<file path="src/rtl/lstm_mem_pkg.sv">
// Shared constants and types for the LSTM weight/state memory read path.
package lstm_mem_pkg;

    localparam int MEM_RAM_WIDTH = 16;
    localparam int MEM_RAM_ADDR  = 9;
    localparam int MEM_RAM_DEPTH = 400;
    localparam int MEM_READ_LAT  = 2;

    // Burst reader control states
    typedef enum logic [1:0] {
        IDLE  = 2'b00,
        ISSUE = 2'b01,
        DRAIN = 2'b10
    } wsr_state_e;

endpackage

</file>
<file path="src/rtl/stream_sync_fifo.sv">
// Small synchronous FIFO for the read stream. The head entry drives the
// consumer directly. A push and a pop in the same cycle leave the count
// unchanged. A push into a full FIFO without a matching pop is dropped.
module stream_sync_fifo
    import lstm_mem_pkg::*;
#(
    parameter int WIDTH = 17,
    parameter int DEPTH = 4,
    localparam int PTR_W = (DEPTH > 1) ? $clog2(DEPTH) : 1,
    localparam int CNT_W = $clog2(DEPTH + 1)
) (
    input  logic             clk,
    input  logic             reset,
    input  logic             push,
    input  logic [WIDTH-1:0] push_data,
    input  logic             pop,
    output logic [WIDTH-1:0] head_data,
    output logic [CNT_W-1:0] count,
    output logic             full,
    output logic             empty
);

    logic [WIDTH-1:0] mem_q [DEPTH];
    logic [WIDTH-1:0] mem_d [DEPTH];
    logic [PTR_W-1:0] wr_ptr_q, wr_ptr_d;
    logic [PTR_W-1:0] rd_ptr_q, rd_ptr_d;
    logic [CNT_W-1:0] count_q, count_d;
    logic             do_push_s;
    logic             do_pop_s;

    assign full      = (count_q == CNT_W'(DEPTH));
    assign empty     = (count_q == {CNT_W{1'b0}});
    assign count     = count_q;
    assign head_data = mem_q[rd_ptr_q];

    // Next-state for storage, pointers and occupancy
    always_comb begin
        do_pop_s  = pop & ~empty;
        do_push_s = push & (~full | do_pop_s);
        mem_d     = mem_q;
        wr_ptr_d  = wr_ptr_q;
        rd_ptr_d  = rd_ptr_q;
        count_d   = count_q;

        if (do_push_s) begin
            mem_d[wr_ptr_q] = push_data;
            if (wr_ptr_q == PTR_W'(DEPTH - 1)) begin
                wr_ptr_d = {PTR_W{1'b0}};
            end else begin
                wr_ptr_d = wr_ptr_q + PTR_W'(1);
            end
        end else begin
            wr_ptr_d = wr_ptr_q;
        end

        if (do_pop_s) begin
            if (rd_ptr_q == PTR_W'(DEPTH - 1)) begin
                rd_ptr_d = {PTR_W{1'b0}};
            end else begin
                rd_ptr_d = rd_ptr_q + PTR_W'(1);
            end
        end else begin
            rd_ptr_d = rd_ptr_q;
        end

        case ({do_push_s, do_pop_s})
            2'b10:   count_d = count_q + CNT_W'(1);
            2'b01:   count_d = count_q - CNT_W'(1);
            default: count_d = count_q;
        endcase
    end

    // FIFO state registers
    always_ff @(posedge clk or posedge reset) begin
        if (reset) begin
            for (int i = 0; i < DEPTH; i++) begin
                mem_q[i] <= {WIDTH{1'b0}};
            end
            wr_ptr_q <= {PTR_W{1'b0}};
            rd_ptr_q <= {PTR_W{1'b0}};
            count_q  <= {CNT_W{1'b0}};
        end else begin
            mem_q    <= mem_d;
            wr_ptr_q <= wr_ptr_d;
            rd_ptr_q <= rd_ptr_d;
            count_q  <= count_d;
        end
    end

endmodule

</file>
<file path="src/rtl/weight_stream_reader.sv">
// Burst read initiator for the weight/state BRAM. It issues reads against a
// credit budget so every word in flight has a FIFO slot waiting for it. The
// words are then streamed out with valid/ready.
// Optional feature: define WSR_STRIDE_EN to add a 'stride' port. The address
// then advances by stride modulo RAM_DEPTH instead of by one.
module weight_stream_reader
    import lstm_mem_pkg::*;
#(
    parameter int RAM_WIDTH  = MEM_RAM_WIDTH,
    parameter int RAM_ADDR   = MEM_RAM_ADDR,
    parameter int RAM_DEPTH  = MEM_RAM_DEPTH,
    parameter int LEN_W      = 10,
    parameter int READ_LAT   = MEM_READ_LAT,
    parameter int FIFO_DEPTH = 4
) (
    input  logic                 clk,
    input  logic                 reset,
    input  logic                 start,
    input  logic [RAM_ADDR-1:0]  base_addr,
    input  logic [LEN_W-1:0]     burst_len,
`ifdef WSR_STRIDE_EN
    input  logic [RAM_ADDR-1:0]  stride,
`endif
    output logic                 ce0,
    output logic [RAM_ADDR-1:0]  addr0,
    input  logic [RAM_WIDTH-1:0] rd_data,
    output logic [RAM_WIDTH-1:0] dout,
    output logic                 dout_valid,
    input  logic                 dout_ready,
    output logic                 dout_last,
    output logic                 busy,
    output logic                 done
);

    localparam int CNT_W = $clog2(FIFO_DEPTH + 1);
    localparam int CW    = $clog2(FIFO_DEPTH + READ_LAT + 2) + 1;

    wsr_state_e            state_q, state_d;
    logic                  ce0_q, ce0_d;
    logic [RAM_ADDR-1:0]   addr0_q, addr0_d;
    logic [RAM_ADDR-1:0]   next_addr_q, next_addr_d;
    logic [LEN_W-1:0]      issue_left_q, issue_left_d;
    logic                  last_q, last_d;
    logic                  busy_q, busy_d;
    logic                  done_q, done_d;
    logic [READ_LAT-1:0]   sr_valid_q, sr_valid_d;
    logic [READ_LAT-1:0]   sr_last_q, sr_last_d;
    logic [RAM_ADDR-1:0]   step_s;
    logic [RAM_ADDR-1:0]   start_step_s;

`ifdef WSR_STRIDE_EN
    logic [RAM_ADDR-1:0]   stride_q, stride_d;
    assign step_s       = stride_q;
    assign start_step_s = stride;
`else
    assign step_s       = {{(RAM_ADDR-1){1'b0}}, 1'b1};
    assign start_step_s = {{(RAM_ADDR-1){1'b0}}, 1'b1};
`endif

    logic [RAM_WIDTH:0]    fifo_head_s;
    logic [CNT_W-1:0]      fifo_count_s;
    logic                  fifo_full_s;
    logic                  fifo_empty_s;
    logic                  pop_s;
    logic                  head_last_s;
    logic [CW-1:0]         credit_sum_s;
    logic                  credit_ok_s;

    // Address step with wrap at RAM_DEPTH: one conditional subtraction.
    // It relies on both cur and step being below RAM_DEPTH.
    function automatic logic [RAM_ADDR-1:0] addr_advance(
        input logic [RAM_ADDR-1:0] cur,
        input logic [RAM_ADDR-1:0] step
    );
        logic [RAM_ADDR:0] sum;
        sum = {1'b0, cur} + {1'b0, step};
        if (sum >= (RAM_ADDR+1)'(RAM_DEPTH)) begin
            sum = sum - (RAM_ADDR+1)'(RAM_DEPTH);
        end else begin
            sum = sum;
        end
        return RAM_ADDR'(sum);
    endfunction

    assign dout_valid  = ~fifo_empty_s;
    assign dout        = fifo_head_s[RAM_WIDTH-1:0];
    assign head_last_s = fifo_head_s[RAM_WIDTH];
    assign dout_last   = head_last_s & dout_valid;
    assign pop_s       = dout_valid & dout_ready;
    assign ce0         = ce0_q;
    assign addr0       = addr0_q;
    assign busy        = busy_q;
    assign done        = done_q;

    // Words committed for the next cycle: held in the FIFO plus issued but
    // not yet landed, minus any word leaving this cycle. A read for next
    // cycle is allowed only if that word still has a free FIFO slot.
    always_comb begin
        credit_sum_s = CW'(fifo_count_s) + CW'(ce0_q);
        for (int i = 0; i < READ_LAT; i++) begin
            credit_sum_s = credit_sum_s + CW'(sr_valid_q[i]);
        end
        if (pop_s) begin
            credit_sum_s = credit_sum_s - CW'(1);
        end else begin
            credit_sum_s = credit_sum_s;
        end
        credit_ok_s = ~fifo_full_s & (credit_sum_s < CW'(FIFO_DEPTH));
    end

    // In-flight pipeline: one stage per cycle of RAM read latency; the tail
    // stage marks the cycle in which rd_data is valid
    always_comb begin
        sr_valid_d    = sr_valid_q;
        sr_last_d     = sr_last_q;
        sr_valid_d[0] = ce0_q;
        sr_last_d[0]  = ce0_q & last_q;
        for (int i = 1; i < READ_LAT; i++) begin
            sr_valid_d[i] = sr_valid_q[i-1];
            sr_last_d[i]  = sr_last_q[i-1];
        end
    end

    // Control FSM: ce0 and addr0 are decided one cycle ahead and registered
    always_comb begin
        state_d      = state_q;
        ce0_d        = 1'b0;
        addr0_d      = addr0_q;
        next_addr_d  = next_addr_q;
        issue_left_d = issue_left_q;
        last_d       = 1'b0;
        busy_d       = busy_q;
        done_d       = 1'b0;
`ifdef WSR_STRIDE_EN
        stride_d     = stride_q;
`endif
        case (state_q)
            IDLE: begin
                busy_d = 1'b0;
                if (start) begin
                    if (burst_len != {LEN_W{1'b0}}) begin
                        state_d      = ISSUE;
                        busy_d       = 1'b1;
                        ce0_d        = 1'b1;
                        addr0_d      = base_addr;
                        next_addr_d  = addr_advance(base_addr, start_step_s);
                        issue_left_d = burst_len - LEN_W'(1);
                        last_d       = (burst_len == LEN_W'(1));
`ifdef WSR_STRIDE_EN
                        stride_d     = stride;
`endif
                    end else begin
                        done_d = 1'b1;
                    end
                end else begin
                    state_d = IDLE;
                end
            end
            ISSUE: begin
                if (issue_left_q == {LEN_W{1'b0}}) begin
                    // the final read is on the RAM port this cycle
                    state_d = DRAIN;
                end else if (credit_ok_s) begin
                    ce0_d        = 1'b1;
                    addr0_d      = next_addr_q;
                    next_addr_d  = addr_advance(next_addr_q, step_s);
                    issue_left_d = issue_left_q - LEN_W'(1);
                    last_d       = (issue_left_q == LEN_W'(1));
                end else begin
                    state_d = ISSUE;
                end
            end
            DRAIN: begin
                if (pop_s && head_last_s &&
                    (fifo_count_s == CNT_W'(1)) &&
                    (sr_valid_q == {READ_LAT{1'b0}})) begin
                    state_d = IDLE;
                    busy_d  = 1'b0;
                    done_d  = 1'b1;
                end else begin
                    state_d = DRAIN;
                end
            end
            default: begin
                state_d = IDLE;
                busy_d  = 1'b0;
            end
        endcase
    end

    // Control, address and in-flight registers
    always_ff @(posedge clk or posedge reset) begin
        if (reset) begin
            state_q      <= IDLE;
            ce0_q        <= 1'b0;
            addr0_q      <= {RAM_ADDR{1'b0}};
            next_addr_q  <= {RAM_ADDR{1'b0}};
            issue_left_q <= {LEN_W{1'b0}};
            last_q       <= 1'b0;
            busy_q       <= 1'b0;
            done_q       <= 1'b0;
            sr_valid_q   <= {READ_LAT{1'b0}};
            sr_last_q    <= {READ_LAT{1'b0}};
`ifdef WSR_STRIDE_EN
            stride_q     <= {RAM_ADDR{1'b0}};
`endif
        end else begin
            state_q      <= state_d;
            ce0_q        <= ce0_d;
            addr0_q      <= addr0_d;
            next_addr_q  <= next_addr_d;
            issue_left_q <= issue_left_d;
            last_q       <= last_d;
            busy_q       <= busy_d;
            done_q       <= done_d;
            sr_valid_q   <= sr_valid_d;
            sr_last_q    <= sr_last_d;
`ifdef WSR_STRIDE_EN
            stride_q     <= stride_d;
`endif
        end
    end

    stream_sync_fifo #(
        .WIDTH (RAM_WIDTH + 1),
        .DEPTH (FIFO_DEPTH)
    ) u_fifo (
        .clk       (clk),
        .reset     (reset),
        .push      (sr_valid_q[READ_LAT-1]),
        .push_data ({sr_last_q[READ_LAT-1], rd_data}),
        .pop       (pop_s),
        .head_data (fifo_head_s),
        .count     (fifo_count_s),
        .full      (fifo_full_s),
        .empty     (fifo_empty_s)
    );

endmodule

</file>
<file path="config.mk">
export PLATFORM = sky130hd
export DESIGN_NAME = weight_stream_reader
export DESIGN_NICKNAME = d
export VERILOG_FILES = /design/src/rtl/lstm_mem_pkg.sv /design/src/rtl/stream_sync_fifo.sv /design/src/rtl/weight_stream_reader.sv
export SDC_FILE = /design/constraint.sdc
export NUM_CORES = 1
export LEC_CHECK = 0
export ABC_CLOCK_PERIOD_IN_PS = 4100
export BUFFER_PORTS_ARGS = -buffer_cell sky130_fd_sc_hd__buf_2
export CORE_MARGIN = 2
export CORE_UTILIZATION = 30
export CTS_CLUSTER_SIZE = 8
export DETAILED_ROUTE_END_ITERATION = 10
export GPL_ROUTABILITY_DRIVEN = 0
export PLACE_DENSITY_LB_ADDON = 0.1
export SLEW_MARGIN = 20
export SYNTH_ARGS = -nofsm -noshare
export SYNTH_HDL_FRONTEND = slang
export SYNTH_HIERARCHICAL = 1
export SYNTH_SLANG_ARGS = --single-unit
export TNS_END_PERCENT = 20
</file>
<file path="constraint.sdc">
create_clock -name clk -period 4.1 [get_ports clk]
set_input_delay 0.615 -clock clk [delete_from_list [all_inputs] [get_ports clk]]
set_output_delay 0.615 -clock clk [all_outputs]
set_load 0.01 [all_outputs]
</file>
==> results of run 1 <==
cells in the mapped netlist, types with 4 or more instances:
cell | n | area share [%]
dfrtp_1 | 113 | 42
nand2_1 | 55 | 3.1
mux2_4 | 40 | 8.9
nor2_1 | 39 | 2.2
mux2_2 | 31 | 5.2
inv_1 | 23 | 1.3
o21ai_0 | 22 | 1.6
a21oi_1 | 20 | 1.5
ha_1 | 19 | 3.5
mux4_2 | 17 | 5.7
nand3_1 | 16 | 1.2
xnor2_1 | 13 | 1.7
a31oi_1 | 12 | 1.1
buf_2 | 12 | 0.89
clkbuf_1 | 11 | 0.62
nor3_1 | 11 | 0.82
xor2_1 | 10 | 1.3
nor2b_1 | 7 | 0.65
a2111oi_0 | 5 | 0.65
a32oi_1 | 5 | 0.65
and3_1 | 5 | 0.47
or4_1 | 5 | 0.56
and2_1 | 4 | 0.37
buf_12 | 4 | 1.2
buf_6 | 4 | 0.67
mux2i_1 | 4 | 0.60
nand3_4 | 4 | 1.0
nor4_1 | 4 | 0.37
o211ai_1 | 4 | 0.45
o22a_1 | 4 | 0.52
or3_1 | 4 | 0.37
metal layers:
metal  up-vias  track usage (%)  routed length, µm
li1       2278                -                  -
met1      2422             18.5               7550
met5         -                0                  0
met3        17             3.16                499
met4         0             5.11                259
met2        75             24.5               8210
critical path, delay by kind of cell (launching register included):
kind / cells / cell delay [ns]
mux: 1 / 0.20
simple gates: 3 / 0.74
flops: 1 / 0.48
buf+inv: 2 / 0.36
fa+ha+maj: 3 / 1.16
xor+xnor: 1 / 0.20
compound gates: 2 / 0.46
sequential cells by signal (all words and copies together), names as in the netlist, 2 cells and up:
register	flops
u_fifo/mem_q	68
issue_left_q	10
u_fifo/count	3
sr_last_q	2
sr_valid_q	2
state_q	2
addr0	9
u_fifo/wr_ptr_q	2
next_addr_q	9
u_fifo/rd_ptr_q	2
worst paths after layout:
| check | slack (ns) | endpoint |
|---|---|---|
| worst max-delay path | 0.43 | next_addr_q[4] |
| worst min-delay path | 0.33 | u_fifo/mem_q[19] |
| worst max register to register | 0.43 | next_addr_q[4] |
| worst min register to register | 0.36 | sr_last_q[1] |
| max in group asynchronous | 2.85 | u_fifo/mem_q[28] |
| min in group clk | 0.36 | sr_last_q[1] |
cells by family after synthesis:
group / after synthesis / share of synthesized area [%]
and+or+nand+nor: 182 / 14.6
DFF: 113 / 42.1
AOI/OAI and AO/OA: 104 / 10.6
muxes: 92 / 20.4
buffers and inverters: 57 / 4.86
xor gates and xnor gates: 23 / 3.00
adders and majority gates: 22 / 4.44
stage by stage:
stage | std cells | worst slack [ns] | total power, W
2_1_floorplan | 593 | 0.979 | 0.00457
3_3_place_gp | 914 | 0.536 | 0.00520
3_5_place_dp | 914 | 0.434 | 0.00528
4_1_cts | 946 | 0.409 | 0.00676
5_1_grt | 946 | 0.211 | 0.00719
6_report | 946 | 0.426 | 0.00665
power groups by stage:
stage                     logic [W]  clock network [W]  registers [W]
after global routing        0.00348            0.00153        0.00218
after global placement      0.00311                  0        0.00209
after CTS                   0.00319            0.00147        0.00209
after floorplan             0.00262                  0        0.00195
after detailed placement    0.00317                  0        0.00211
final                       0.00313            0.00143        0.00210
final cells by class:
class | instances | share of cell area, %
clock inverters | 14 | 1.65
inverters | 24 | 1.20
well taps | 280 | 4.50
repair buffers | 74 | 4.95
flip-flops and latches | 113 | 36.3
clock buffers | 18 | 5.64
multi-input cells | 423 | 45.8
==> impl_metrics.json, run 1 <==
{
  "status": "completed",
  "reg2reg_depth": 12,
  "vias": 4792,
  "whs_ns": 0.330,
  "track_usage_pct": 14.5,
  "clkSinkCount": 113,
  "ys.flop_type": "dfrtp_1",
  "vdd_drop_max_mv": 0.248,
  "reg2reg_from": "u_fifo/count[0]",
  "cts_tree": "built",
  "start_kind": "register",
  "dr.first_iter.drc_count": 194,
  "clockRootBuffer": "clkbuf_16",
  "final_core_utilization_pct": 35.6,
  "path_class": "reg2reg",
  "fin_area_um2": 7790,
  "post_cts_buffers": 0,
  "cp_cell_sequence": "fa_1 > ha_1 > inv_1 > fa_1 > and4bb_1 > xor2_1 > mux2i_1 > a21o_4 > inv_4 > nand2_1 > or4_1 > o211ai_1",
  "die_y_um": 154,
  "swShare_pct": 39.0,
  "mappedNetlistNets": 654,
  "post_cts_resized": 0,
  "multiInputGateArea_um2": 3560,
  "core_area_um2": 21900,
  "power.switching_w": 0.00260,
  "cts_buffers": 17,
  "sequentialPowerShare_pct": 31.5,
  "dieWidth_um": 154,
  "layout_min_cycle_time_ns": 3.67,
  "start_util_pct": 30.7,
  "ff_latch_area_um2": 2830,
  "grt_max_degree": 45,
  "nets": 714,
  "pwr-share-comb_pct": 47.0,
  "htreeDepth": 4,
  "slowest_delay_ns": 0.52,
  "path_clk_slew_ns": 0.06,
  "clockBufferDepth": 2,
  "critPathMaxFanout": 36,
  "ant_nets": 0,
  "cp.required_ns": 4.43,
  "fmax_ghz": 0.272,
  "ys_async_sr_fraction_pct": 100,
  "yosysWarnings": 6,
  "wl_per_cell_um": 17.5,
  "p_leak_nw": 3.44,
  "yosysUniqueCellTypes": 72,
  "drive_gt1_share_pct": 32.3,
  "antenna_found_initial": 0,
  "clockPowerShare_pct": 21.5,
  "postPlaceCellArea_um2": 7220,
  "ys_seq_area_share_pct": 42.1,
  "mostFrequentLayoutCell": "dfrtp_1",
  "hold_violations": 0,
  "synth-edff-count": 0,
  "critPathSlowestCell": "fa_1",
  "crit_arrival_ns": 4.00,
  "place_hpwl_mm": 11.3,
  "synth_seq_cells": 113,
  "finalSetupViolations": 0,
  "crit_top_cell": "fa_1",
  "rsz0062_at_grt": "no",
  "hold_buffers": 0,
  "vias_per_cell": 5.07,
  "max-cap-violations": 0,
  "p_per_area_nw_per_um2": 854,
  "synth_area_um2": 6710,
  "clk_latency_ns": 0.42,
  "grt_pass1_wl_mm": 27.2,
  "synth.avg_cell_area_um2": 11.3,
  "critPathLaunch": "u_fifo/count[0]",
  "fin_crit_sh_pct": 89.6,
  "maxSlewViolCount": 0,
  "fillers": 2219,
  "relSlewSlack_pct": 46.9,
  "tns_ns": 0,
  "intPower_w": 0.00406,
  "io_pins": 69,
  "first_pass_iters": 5,
  "tightest_slew_ns": 0.796,
  "overflow": 0,
  "portBuffers": 68,
  "rows": 54,
  "first_global_vias": 5117,
  "netlist_instances": 593,
  "antenna_cells": 0,
  "fp.dieArea_um2": 23600,
  "post-route-drc-count": 0,
  "final_cell_mix": "dfrtp_1, buf_2, nand2_1, mux2_4, nor2_1",
  "hold_path_class": "in2async",
  "wl_mm": 16.5,
  "skew_ns": 0.0101,
  "endpoint_kind": "register",
  "synthToLayoutAreaGrowth_pct": 16.0
}
Power figures use the tool's default switching activity.
==> run 2, diff against run 1 <==
--- a/config.mk
+++ b/config.mk
@@ -7,6 +7,8 @@
 export LEC_CHECK = 0
 export ABC_CLOCK_PERIOD_IN_PS = 4100
 export BUFFER_PORTS_ARGS = -buffer_cell sky130_fd_sc_hd__buf_2
+export CELL_PAD_IN_SITES_DETAIL_PLACEMENT = 1
+export CELL_PAD_IN_SITES_GLOBAL_PLACEMENT = 1
 export CORE_MARGIN = 2
 export CORE_UTILIZATION = 30
 export CTS_CLUSTER_SIZE = 8
==> run 2 against run 1 <==
Routed wire length increased by 6.7%. Die area unchanged. Cell area increased by 0.24%. Non-clock buffer count increased by 2. Setup slack got worse by 0.029 ns. Power increased by 1.3%. First-iteration DRC count increased by 23%. Critical path depth unchanged. Critical endpoint unchanged. Largest cell class unchanged.
==> impl_metrics.json, run 2 (same netlist as run 1, synthesis figures left out) <==
{
  "status": "completed",
  "vias_per_cell": 5.17,
  "sequentialPowerShare_pct": 31.9,
  "maxSlewViolCount": 0,
  "wl_mm": 17.6,
  "layout_min_cycle_time_ns": 3.70,
  "whs_ns": 0.177,
  "io_pins": 69,
  "first_global_vias": 5407,
  "final_core_utilization_pct": 35.7,
  "clockRootBuffer": "clkbuf_16",
  "rsz0062_at_grt": "no",
  "fin_crit_sh_pct": 90.3,
  "rows": 54,
  "dpl_worst_slack_ns": 0.405,
  "clockPowerShare_pct": 21.5,
  "start_util_pct": 30.7,
  "post-route-drc-count": 0,
  "crit_arrival_ns": 4.04,
  "intPower_w": 0.00406,
  "critPathMaxFanout": 36,
  "post_cts_resized": 0,
  "critPathSlowestCell": "fa_1",
  "crit_top_cell": "fa_1",
  "hold_violations": 0,
  "swShare_pct": 39.8,
  "cp.required_ns": 4.43,
  "power.switching_w": 0.00268,
  "path_class": "reg2reg",
  "hold_path_class": "in2async",
  "wl_per_cell_um": 18.6,
  "dr.first_iter.drc_count": 238,
  "vias": 4905,
  "ant_nets": 0,
  "hold_buffers": 0,
  "nets": 716,
  "clockBufferDepth": 2,
  "relSlewSlack_pct": 56.6,
  "tns_ns": 0,
  "fmax_ghz": 0.270,
  "mostFrequentLayoutCell": "dfrtp_1",
  "cp_cell_sequence": "fa_1 > ha_1 > inv_1 > fa_1 > and4bb_1 > xor2_1 > mux2i_1 > a21o_4 > inv_4 > nand2_1 > or4_1 > o211ai_1",
  "skew_ns": 0.0157,
  "synthToLayoutAreaGrowth_pct": 16.3,
  "clkSinkCount": 113,
  "htreeDepth": 4,
  "place_hpwl_mm": 12.1,
  "overflow": 0,
  "finalSetupViolations": 0,
  "largest-register": "u_fifo/mem_q",
  "die_y_um": 154,
  "final_cell_mix": "dfrtp_1, buf_2, nand2_1, mux2_4, nor2_1",
  "p_per_area_nw_per_um2": 863,
  "post_cts_buffers": 0,
  "fin_cells": 948,
  "slowest_delay_ns": 0.54,
  "path_clk_slew_ns": 0.06,
  "endpoint_kind": "register",
  "portBuffers": 68,
  "p_leak_nw": 3.45,
  "grt_max_degree": 39,
  "track_usage_pct": 15.7,
  "dieWidth_um": 154,
  "start_kind": "register",
  "core_area_um2": 21900,
  "clk_latency_ns": 0.43,
  "pwr-share-comb_pct": 46.6,
  "largest_reg_flops": 68,
  "antenna_cells": 0,
  "antenna_found_initial": 0,
  "first_pass_iters": 4,
  "cts_buffers": 17,
  "placed_cells": 916,
  "fp.dieArea_um2": 23600,
  "vdd_drop_max_mv": 0.330,
  "drive_gt1_share_pct": 32.5,
  "grt_pass1_wl_mm": 29.5,
  "setup_slack_ns": 0.396,
  "cts_tree": "built",
  "max-cap-violations": 0,
  "top_regs": "u_fifo/mem_q (68), issue_left_q (10)",
  "tightest_slew_ns": 0.651
}
run 2: cell count changes in the layout (fill, tap and decap cells not counted), sizes merged:
cell,delta
inv,+4
buf,+2
clkinv,-3
clkbuf,-1
run 2: layer usage:
layer / share of wire, % / routed length (µm) / track usage, % / up-vias
li1: - / - / - / 2291
met1: 45 / 7890 / 19.5 / 2509
met2: 51 / 8920 / 27.4 / 90
met3: 3.5 / 613 / 3.64 / 15
met4: 1.1 / 187 / 4.54 / 0
met5: 0 / 0 / 0 / -
run 2: worst paths after layout:
check | start | to | slack (ns) | cells past startpoint
max | u_fifo/count[0] | next_addr_q[4] | 0.40 | 12
min | reset | u_fifo/wr_ptr_q[0] | 0.18 | 2
max reg2reg | u_fifo/count[0] | next_addr_q[4] | 0.40 | 12
min reg2reg | sr_last_q[0] | sr_last_q[1] | 0.36 | 0
max in group asynchronous | reset | u_fifo/mem_q[17] | 3.17 | 3
min in group clk | sr_last_q[0] | sr_last_q[1] | 0.36 | 0
run 2: stage by stage:
step / power (W) / cell area, µm²
floorplan: 0.00457 / 6710
global placement: 0.00523 / 7230
detailed placement: 0.00536 / 7230
CTS: 0.00687 / 7810
global route: 0.00729 / 7810
finish: 0.00674 / 7810
run 2: cell type report:
cell class / instances / area, µm²
tap: 280 / 350
sequential: 113 / 2830
inverter: 24 / 92.6
fill: 2421 / 14100
clock buffer: 17 / 425
timing repair buffer: 76 / 400
clock inverter: 15 / 148
multi-input combinational: 423 / 3560
run 2: power groups by stage:
stage	clock, W	sequential, W	combinational (W)
after floorplan	0	0.00195	0.00262
after global placement	0	0.00212	0.00310
after detailed placement	0	0.00216	0.00319
after CTS	0.00149	0.00215	0.00322
after global routing	0.00154	0.00224	0.00350
final	0.00145	0.00215	0.00314
run 2: critical path, delay by kind of cell (launching register included):
kind / cells / cell delay, ns
compound gates: 2 / 0.46
xor+xnor: 1 / 0.18
fa+ha+maj: 3 / 1.19
buf+inv: 2 / 0.37
flops: 1 / 0.48
mux: 1 / 0.19
simple gates: 3 / 0.74
